[src/rtl/mem_arbiter_pkg.sv]
// Shared types and constants for the two-client (dcache/icache) memory arbiter.
// Holds FSM encodings, grant IDs and the default cache-side bus widths.
package mem_arbiter_pkg;

    typedef enum logic [1:0] {
        IDLE = 2'd0,
        BUSY = 2'd1,
        DONE = 2'd2
    } state_t;

    localparam logic GNT_D = 1'b0;
    localparam logic GNT_I = 1'b1;

    localparam int CACHE_DATABITS  = 32;
    localparam int CACHE_ADDRBITS  = 32;
    localparam int CACHE_BURSTBITS = 16;

endpackage

[src/rtl/mem_arbiter.sv]
// Round-robin arbiter sharing one burst memory port between dcache and icache.
// A grant holds for a whole burst; the mem side burst length is passed through live.
module mem_arbiter
    import mem_arbiter_pkg::*;
#(
    parameter int DATABITS  = CACHE_DATABITS,
    parameter int ADDRBITS  = CACHE_ADDRBITS,
    parameter int BURSTBITS = CACHE_BURSTBITS
) (
    input  logic                 clk,
    input  logic                 reset,
    input  logic [ADDRBITS-1:0]  d_addr,
    input  logic [DATABITS-1:0]  d_in,
    output logic [DATABITS-1:0]  d_out,
    output logic                 d_valid,
    output logic [BURSTBITS-1:0] d_burstlen,
    input  logic                 d_rdreq,
    input  logic                 d_wrreq,
    output logic                 d_done,
    input  logic [ADDRBITS-1:0]  i_addr,
    input  logic [DATABITS-1:0]  i_in,
    output logic [DATABITS-1:0]  i_out,
    output logic                 i_valid,
    output logic [BURSTBITS-1:0] i_burstlen,
    input  logic                 i_rdreq,
    input  logic                 i_wrreq,
    output logic                 i_done,
    output logic [ADDRBITS-1:0]  mem_addr,
    output logic [DATABITS-1:0]  mem_in,
    input  logic [DATABITS-1:0]  mem_out,
    input  logic                 mem_valid,
    input  logic [BURSTBITS-1:0] mem_burstlen,
    output logic                 mem_rdreq,
    output logic                 mem_wrreq
);

    state_t                 state_reg, state_next;
    logic                   grant_reg, grant_next;
    logic                   write_reg, write_next;
    logic                   last_grant_reg, last_grant_next;
    logic [BURSTBITS-1:0]   count_reg, count_next;

    logic                   pend_d, pend_i, last_beat;
    logic [BURSTBITS-1:0]   last_idx;

    assign pend_d   = d_rdreq | d_wrreq;
    assign pend_i   = i_rdreq | i_wrreq;
    assign last_idx = mem_burstlen - {{(BURSTBITS-1){1'b0}}, 1'b1};
    // A zero burst length is treated as a single-beat burst.
    assign last_beat = (mem_burstlen == '0) || (count_reg == last_idx);

    always_ff @(posedge clk) begin
        if (reset) begin
            state_reg      <= IDLE;
            grant_reg      <= GNT_D;
            write_reg      <= 1'b0;
            last_grant_reg <= GNT_I;
            count_reg      <= '0;
        end else begin
            state_reg      <= state_next;
            grant_reg      <= grant_next;
            write_reg      <= write_next;
            last_grant_reg <= last_grant_next;
            count_reg      <= count_next;
        end
    end

    always_comb begin
        state_next      = state_reg;
        grant_next      = grant_reg;
        write_next      = write_reg;
        last_grant_next = last_grant_reg;
        count_next      = count_reg;
        case (state_reg)
            IDLE: begin
                if (pend_d || pend_i) begin
                    if (pend_d && pend_i)
                        grant_next = ~last_grant_reg;
                    else
                        grant_next = pend_i ? GNT_I : GNT_D;
                    // Write wins when a client asserts both requests.
                    write_next      = (grant_next == GNT_I) ? i_wrreq : d_wrreq;
                    last_grant_next = grant_next;
                    count_next      = '0;
                    state_next      = BUSY;
                end
            end
            BUSY: begin
                if (mem_valid) begin
                    count_next = count_reg + {{(BURSTBITS-1){1'b0}}, 1'b1};
                    if (last_beat)
                        state_next = DONE;
                end
            end
            DONE:    state_next = IDLE;
            default: state_next = IDLE;
        endcase
    end

    always_comb begin
        d_out      = '0;
        d_valid    = 1'b0;
        d_done     = 1'b0;
        i_out      = '0;
        i_valid    = 1'b0;
        i_done     = 1'b0;
        mem_addr   = '0;
        mem_in     = '0;
        mem_rdreq  = 1'b0;
        mem_wrreq  = 1'b0;
        d_burstlen = mem_burstlen;
        i_burstlen = mem_burstlen;
        if (state_reg == BUSY && !reset) begin
            mem_rdreq = ~write_reg;
            mem_wrreq = write_reg;
            if (grant_reg == GNT_I) begin
                mem_addr = i_addr;
                mem_in   = i_in;
                i_out    = mem_out;
                i_valid  = mem_valid;
                i_done   = mem_valid & last_beat;
            end else begin
                mem_addr = d_addr;
                mem_in   = d_in;
                d_out    = mem_out;
                d_valid  = mem_valid;
                d_done   = mem_valid & last_beat;
            end
        end
    end

endmodule

[config.mk]
export PLATFORM = sky130hd
export DESIGN_NAME = mem_arbiter
export DESIGN_NICKNAME = d
export VERILOG_FILES = /design/src/rtl/mem_arbiter_pkg.sv /design/src/rtl/mem_arbiter.sv
export SDC_FILE = /design/constraint.sdc
export NUM_CORES = 1
export LEC_CHECK = 0
export BUFFER_PORTS_ARGS = -buffer_cell sky130_fd_sc_hd__clkbuf_2
export CELL_PAD_IN_SITES_DETAIL_PLACEMENT = 1
export CELL_PAD_IN_SITES_GLOBAL_PLACEMENT = 1
export CORE_AREA = 2 2 135 137
export DETAILED_ROUTE_END_ITERATION = 10
export DIE_AREA = 0 0 137 139
export HOLD_SLACK_MARGIN = 0.02
export PLACE_DENSITY = 0.68
export SKIP_CTS_REPAIR_TIMING = 1
export SLEW_MARGIN = 20
export SYNTH_ARGS = -nofsm -noshare
export SYNTH_HDL_FRONTEND = slang
export SYNTH_SLANG_ARGS = --single-unit
[constraint.sdc]
create_clock -name clk -period 6.57 [get_ports clk]
set_input_delay 0.3285 -clock clk [delete_from_list [all_inputs] [get_ports clk]]
set_output_delay 0.3285 -clock clk [all_outputs]
set_load 0.02 [all_outputs]
==> results.cfg, run 1 <==
[outcome]
outcome = finished clean

[synthesis]
synth_cells = 455
synth.net_count = 641
yosysUniqueCellTypes = 54
ys_async_sr_fraction_pct = 0
synth-main-ff-cell = dfxtp_1
ys_seq_area_share_pct = 12.8
synth_top_area_share_pct = 20.2
yosysMostFrequentCell = nor2_1
syn_area_mm2 = 0.00327
synth_edf_count = 0
synth_warnings = 0
synth_top_cell_by_area = mux2i_1
avgSynthCellArea_um2 = 7.20
ys_ff_latch = 21
yosys-top-cells-count = 95 x nor2_1, 66 x mux2i_1, 38 x and3_1
synthTopCellsByArea = mux2i_1 20%, dfxtp_1 13%, nor2_1 11%, buf_4 8.3%, and3_1 7.3%

[timing]
rsz0062_at_grt = no
finClkSkew_ns = 0.00361
period_share_pct = 51.4
relSlewSlack_pct = 50.3
fin_ws_ns = 3.20
fin_tns_setup_ns = 0
tightest_slew_ns = 0.745
hold_violations = 0
finalSetupViolCount = 0
max_freq_mhz = 296
period_minus_slack_ns = 3.37
finalMaxSlewViolations = 0

[setup_path]
required_ns = 6.24
worstPathMaxFanout = 10
worstPathArrival_ns = 3.05
cp-start-kind = input port
critPathKind = input port to output pin
end_kind = output pin

[pwr]
finalPower_w = 0.000631
total_leakage_power_nw = 2.67
ir_drop_v = 0.0000727
power.density_mw_per_mm2 = 125

[cts]
insertion_delay_ns = 0.26
tritoncts = done
root_buffer = clkbuf_16
htree_levels = 1
cts_sinks = 21
numCtsBuffers = 3
clk_pin_slew_worst_paths_ns = 0.06
cts_buffer_depth = 2

[cells_and_area]
antenna_cells = 0
largest_reg_flops = 16
postLayoutCellArea_mm2 = 0.00504
area_delta_synth_final_pct = 53.8
nets = 934
drive_gt1_share_pct = 49.4

[grt]
grt_max_degree = 68
antenna_found_initial = 0
gr-total-overflow = 0
grt_pass1_wl_um = 23700
first_global_vias = 4346
grt_usage_pct = 15.6

[floorplan]
fp.dieH_um = 139
io_pins = 349
fp.dieW_um = 137
core-area_mm2 = 0.0177
rows = 49
die-area_mm2 = 0.0190
initial_core_util_pct = 18.5

[worst_hold_path]
hold_path.class = input port to flip-flop

[placement]
placed_area_mm2 = 0.00496
port_buffers = 348
hpwl_um = 13000
gp_congestion = 0.819
place_ws_ns = 3.14

[routing]
routed_wl_um = 15300
route.detailed.drc = 0
ant_nets = 0
routedWlPerCell_um = 15.7
drt-pass1-iter-count = 4
drtIter0Drc = 105
routed-via-count = 4273
avgViaCountPerCell = 4.38

[flow_run]
drv_cap = 0
-- kinds of logic (layout without fill, tap and decap cells) --
group	count (synthesis)	in the layout	share of synthesized area, %
compound gates	36	36	7.91
xor+xnor	29	29	7.76
fa+ha+maj	3	3	1.15
buf+inv	69	361	12.3
flops	21	21	12.8
mux	67	67	20.5
simple gates	230	230	37.6
-- report_power, final --
group          leakage, nW  internal [W]  switching [W]
Sequential           0.171      0.000132      0.0000165
Combinational         2.46      0.000141       0.000213
Clock               0.0382     0.0000827      0.0000468
Total                 2.67      0.000355       0.000276
-- layer usage --
metal / GRT usage, % / vias up / share of wire, %
met5: 0 / - / 0
met1: 17.3 / 1949 / 38
met2: 29.6 / 178 / 53
met4: 4.77 / 0 / 2.6
li1: - / 2123 / -
met3: 2.78 / 23 / 6.5
-- critical path, stage by stage --
cell,delay (ns)
clkbuf_2,0.17
inv_1,0.14
ha_1,0.26
nor3b_4,0.46
a41oi_1,0.18
or3b_2,0.50
nor4_1,0.31
o2111a_1,0.27
o21ai_2,0.11
nor3_2,0.13
clkbuf_2,0.19
-- placed cells by master, fill, tap and decap left out, types with 2 or more instances in the layout --
cell,count
clkbuf_2,348
nor2_1,95
mux2i_1,66
and3_1,38
and2_1,34
dfxtp_1,20
xor2_1,16
nand2_1,14
xnor2_1,13
a21oi_1,9
nand3_1,7
nor3_1,6
inv_1,5
nor4_1,5
o21ai_0,5
nand4_1,4
buf_4,4
or4_1,3
nor3b_1,3
nand2b_1,3
ha_1,3
clkbuf_16,3
or3b_2,2
nor4_4,2
nor4b_1,2
nor2b_1,2
o211ai_1,2
o31a_1,2
a211oi_1,2
or3_1,2
o31ai_1,2
-- cell type report --
type / instances / area (um^2)
well taps: 229 / 287
inverters: 5 / 18.8
flip-flops and latches: 21 / 424
clock buffers: 4 / 78.8
multi-input cells: 365 / 2460
fillers: 2318 / 12600
repair buffers: 352 / 1770
-- path summary, 6_finish.rpt --
path	startpoint	end	slack (ns)	depth (start not counted)
worst max-delay path	mem_burstlen[0]	d_done	3.20	11
worst min-delay path	reset	count_reg[1]	0.38	2
worst max register to register	count_reg[6]	state_reg[0]	4.41	7
worst min register to register	count_reg[1]	count_reg[1]	0.53	2
-- metrics by stage --
step,cells,utilization [%],hold WS [ns]
floorplan,455,-,0.472
global placement,972,28.1,0.515
detailed placement,972,28.1,0.520
CTS,976,28.5,0.389
global route,976,28.5,0.405
finish,976,28.5,0.382
Note: power is estimated with default switching activity, not from simulation.
==> run 2: changes to the inputs <==
Settings changed: CORE_AREA 2 2 135 137 to 2 2 137 139, DIE_AREA 0 0 137 139 to 0 0 139 141, PLACE_DENSITY 0.68 to 0.66.
Clock period 6.57 ns to 3.3 ns, I/O delays scaled along.
==> results.cfg, run 2 (same netlist as run 1, synthesis figures left out) <==
[cts]
insertion_delay_ns = 0.25
tritoncts = done
numCtsBuffers = 3
cts_buffer_depth = 2
clk_pin_slew_worst_paths_ns = 0.06
root_buffer = clkbuf_16
htree_levels = 1
cts_sinks = 21

[floorplan]
rows = 50
fp.dieW_um = 139
io_pins = 349
die-area_mm2 = 0.0196
fp.dieH_um = 141
core-area_mm2 = 0.0183
initial_core_util_pct = 17.9

[cells_and_area]
nFillCells = 2355
seq_area_um2 = 424
area_delta_synth_final_pct = 54.9
antenna_cells = 0
final_common_cell = clkbuf_2
multi_input_area_mm2 = 0.00246
mostFrequentLayoutCells = 348 x clkbuf_2, 95 x nor2_1, 66 x mux2i_1
instances_no_fill = 983
nets = 936
largest_reg_flops = 16
drive_gt1_share_pct = 49.5

[routing]
routed_wl_um = 15600
routedWlPerCell_um = 15.9
ant_nets = 0
avgViaCountPerCell = 4.39
routed-via-count = 4317
drtIter0Drc = 133
route.detailed.drc = 0
drt-pass1-iter-count = 4

[grt]
antenna_found_initial = 0
grt_pass1_wl_um = 23300
grt_usage_pct = 14.7
gr-total-overflow = 0
first_global_vias = 4261
grt_max_degree = 68

[placement]
placedCellCount = 979
hpwl_um = 13400
port_buffers = 348
place_ws_ns = 0.514
gp_congestion = 0.802

[timing]
fin_tns_setup_ns = 0
finClkSkew_ns = 0.00169
rsz0062_at_grt = no
relSlewSlack_pct = 52.4
finalMaxSlewViolations = 0
tightest_slew_ns = 0.714
finalSetupViolCount = 0
fin_ws_ns = 0.552
max_freq_mhz = 364
hold_violations = 0
period_minus_slack_ns = 2.75
period_share_pct = 83.3

[setup_path]
required_ns = 3.13
worst-path-buf-inv = 3
worstPathArrival_ns = 2.58
timing.rr.end = state_reg[0]
end_kind = output pin
crit_top_cell = clkbuf_2
slowest_stage = or3b_2
worstPathMaxFanout = 9
critPathKind = input port to output pin
crit_family = simple AND/OR/NAND/NOR gates
r2r_cells = 7
crit_chain = clkbuf_2 > inv_1 > ha_1 > nor3b_4 > a41oi_1 > or3b_2 > nor4_1 > o2111a_1 > o21ai_2 > nor3_2 > clkbuf_2
reg2reg_slack_ns = 1.13
cp-start-kind = input port
max_stage_delay_ns = 0.48
r2r-start = count_reg[5]

[outcome]
outcome = finished clean

[worst_hold_path]
hold_path.class = input port to flip-flop
whs_path_depth = 2
min_from = reset
hold_path_end = count_reg[0]

[pwr]
ir_drop_v = 0.000140
total_leakage_power_nw = 2.69
power.density_mw_per_mm2 = 248

[flow_run]
drv_cap = 0
[run 2: cell types whose count changed in the layout (fill, tap and decap cells not counted)]
| cell | delta |
|---|---|
| buf_4 | +1 |
| buf_12 | +1 |
[run 2: metrics by stage]
step | utilization (%) | instance area (um^2) | power (W) | hold WS, ns
global route | 27.8 | 5070 | 0.00134 | 0.231
finish | 27.8 | 5070 | 0.00126 | 0.213
global placement | 27.3 | 4990 | 0.00101 | 0.480
floorplan | - | 3270 | 0.000737 | 0.327
detailed placement | 27.3 | 4990 | 0.00102 | 0.487
CTS | 27.8 | 5070 | 0.00128 | 0.218
[run 2: area by class of cell]
| cell class | instances | area share (%) |
|---|---|---|
| tap | 234 | 5.77 |
| timing repair buffer | 354 | 35.5 |
| clock buffer | 4 | 1.55 |
| sequential | 21 | 8.36 |
| inverter | 5 | 0.370 |
| multi-input combinational | 365 | 48.5 |
[run 2: worst max path at each step]
stage | from | to | depth (start not counted) | slack, ns
final | mem_burstlen[0] | d_done | 11 | 0.55
after global routing | mem_burstlen[0] | d_done | 11 | 0.39
after CTS | mem_burstlen[0] | d_done | 11 | 0.51
after detailed placement | mem_burstlen[0] | d_done | 11 | 0.51
after global placement | mem_burstlen[0] | d_done | 11 | 0.60
after floorplan | mem_burstlen[0] | i_done | 9 | 0.92
[run 2: power breakdown]
part	total, W	internal, W	switching (W)	leakage [nW]
clock	0.000256	0.000165	0.0000914	0.0382
sequential	0.000290	0.000262	0.0000286	0.171
combinational	0.000714	0.000284	0.000430	2.48
total	0.00126	0.000710	0.000550	2.69
[run 2: layer usage]
| layer | wire length (um) | global-route usage (%) |
|---|---|---|
| met1 | 5950 | 16.5 |
| met2 | 8200 | 27.7 |
| met3 | 1010 | 2.92 |
| met4 | 468 | 4.94 |
| met5 | 0 | 0 |
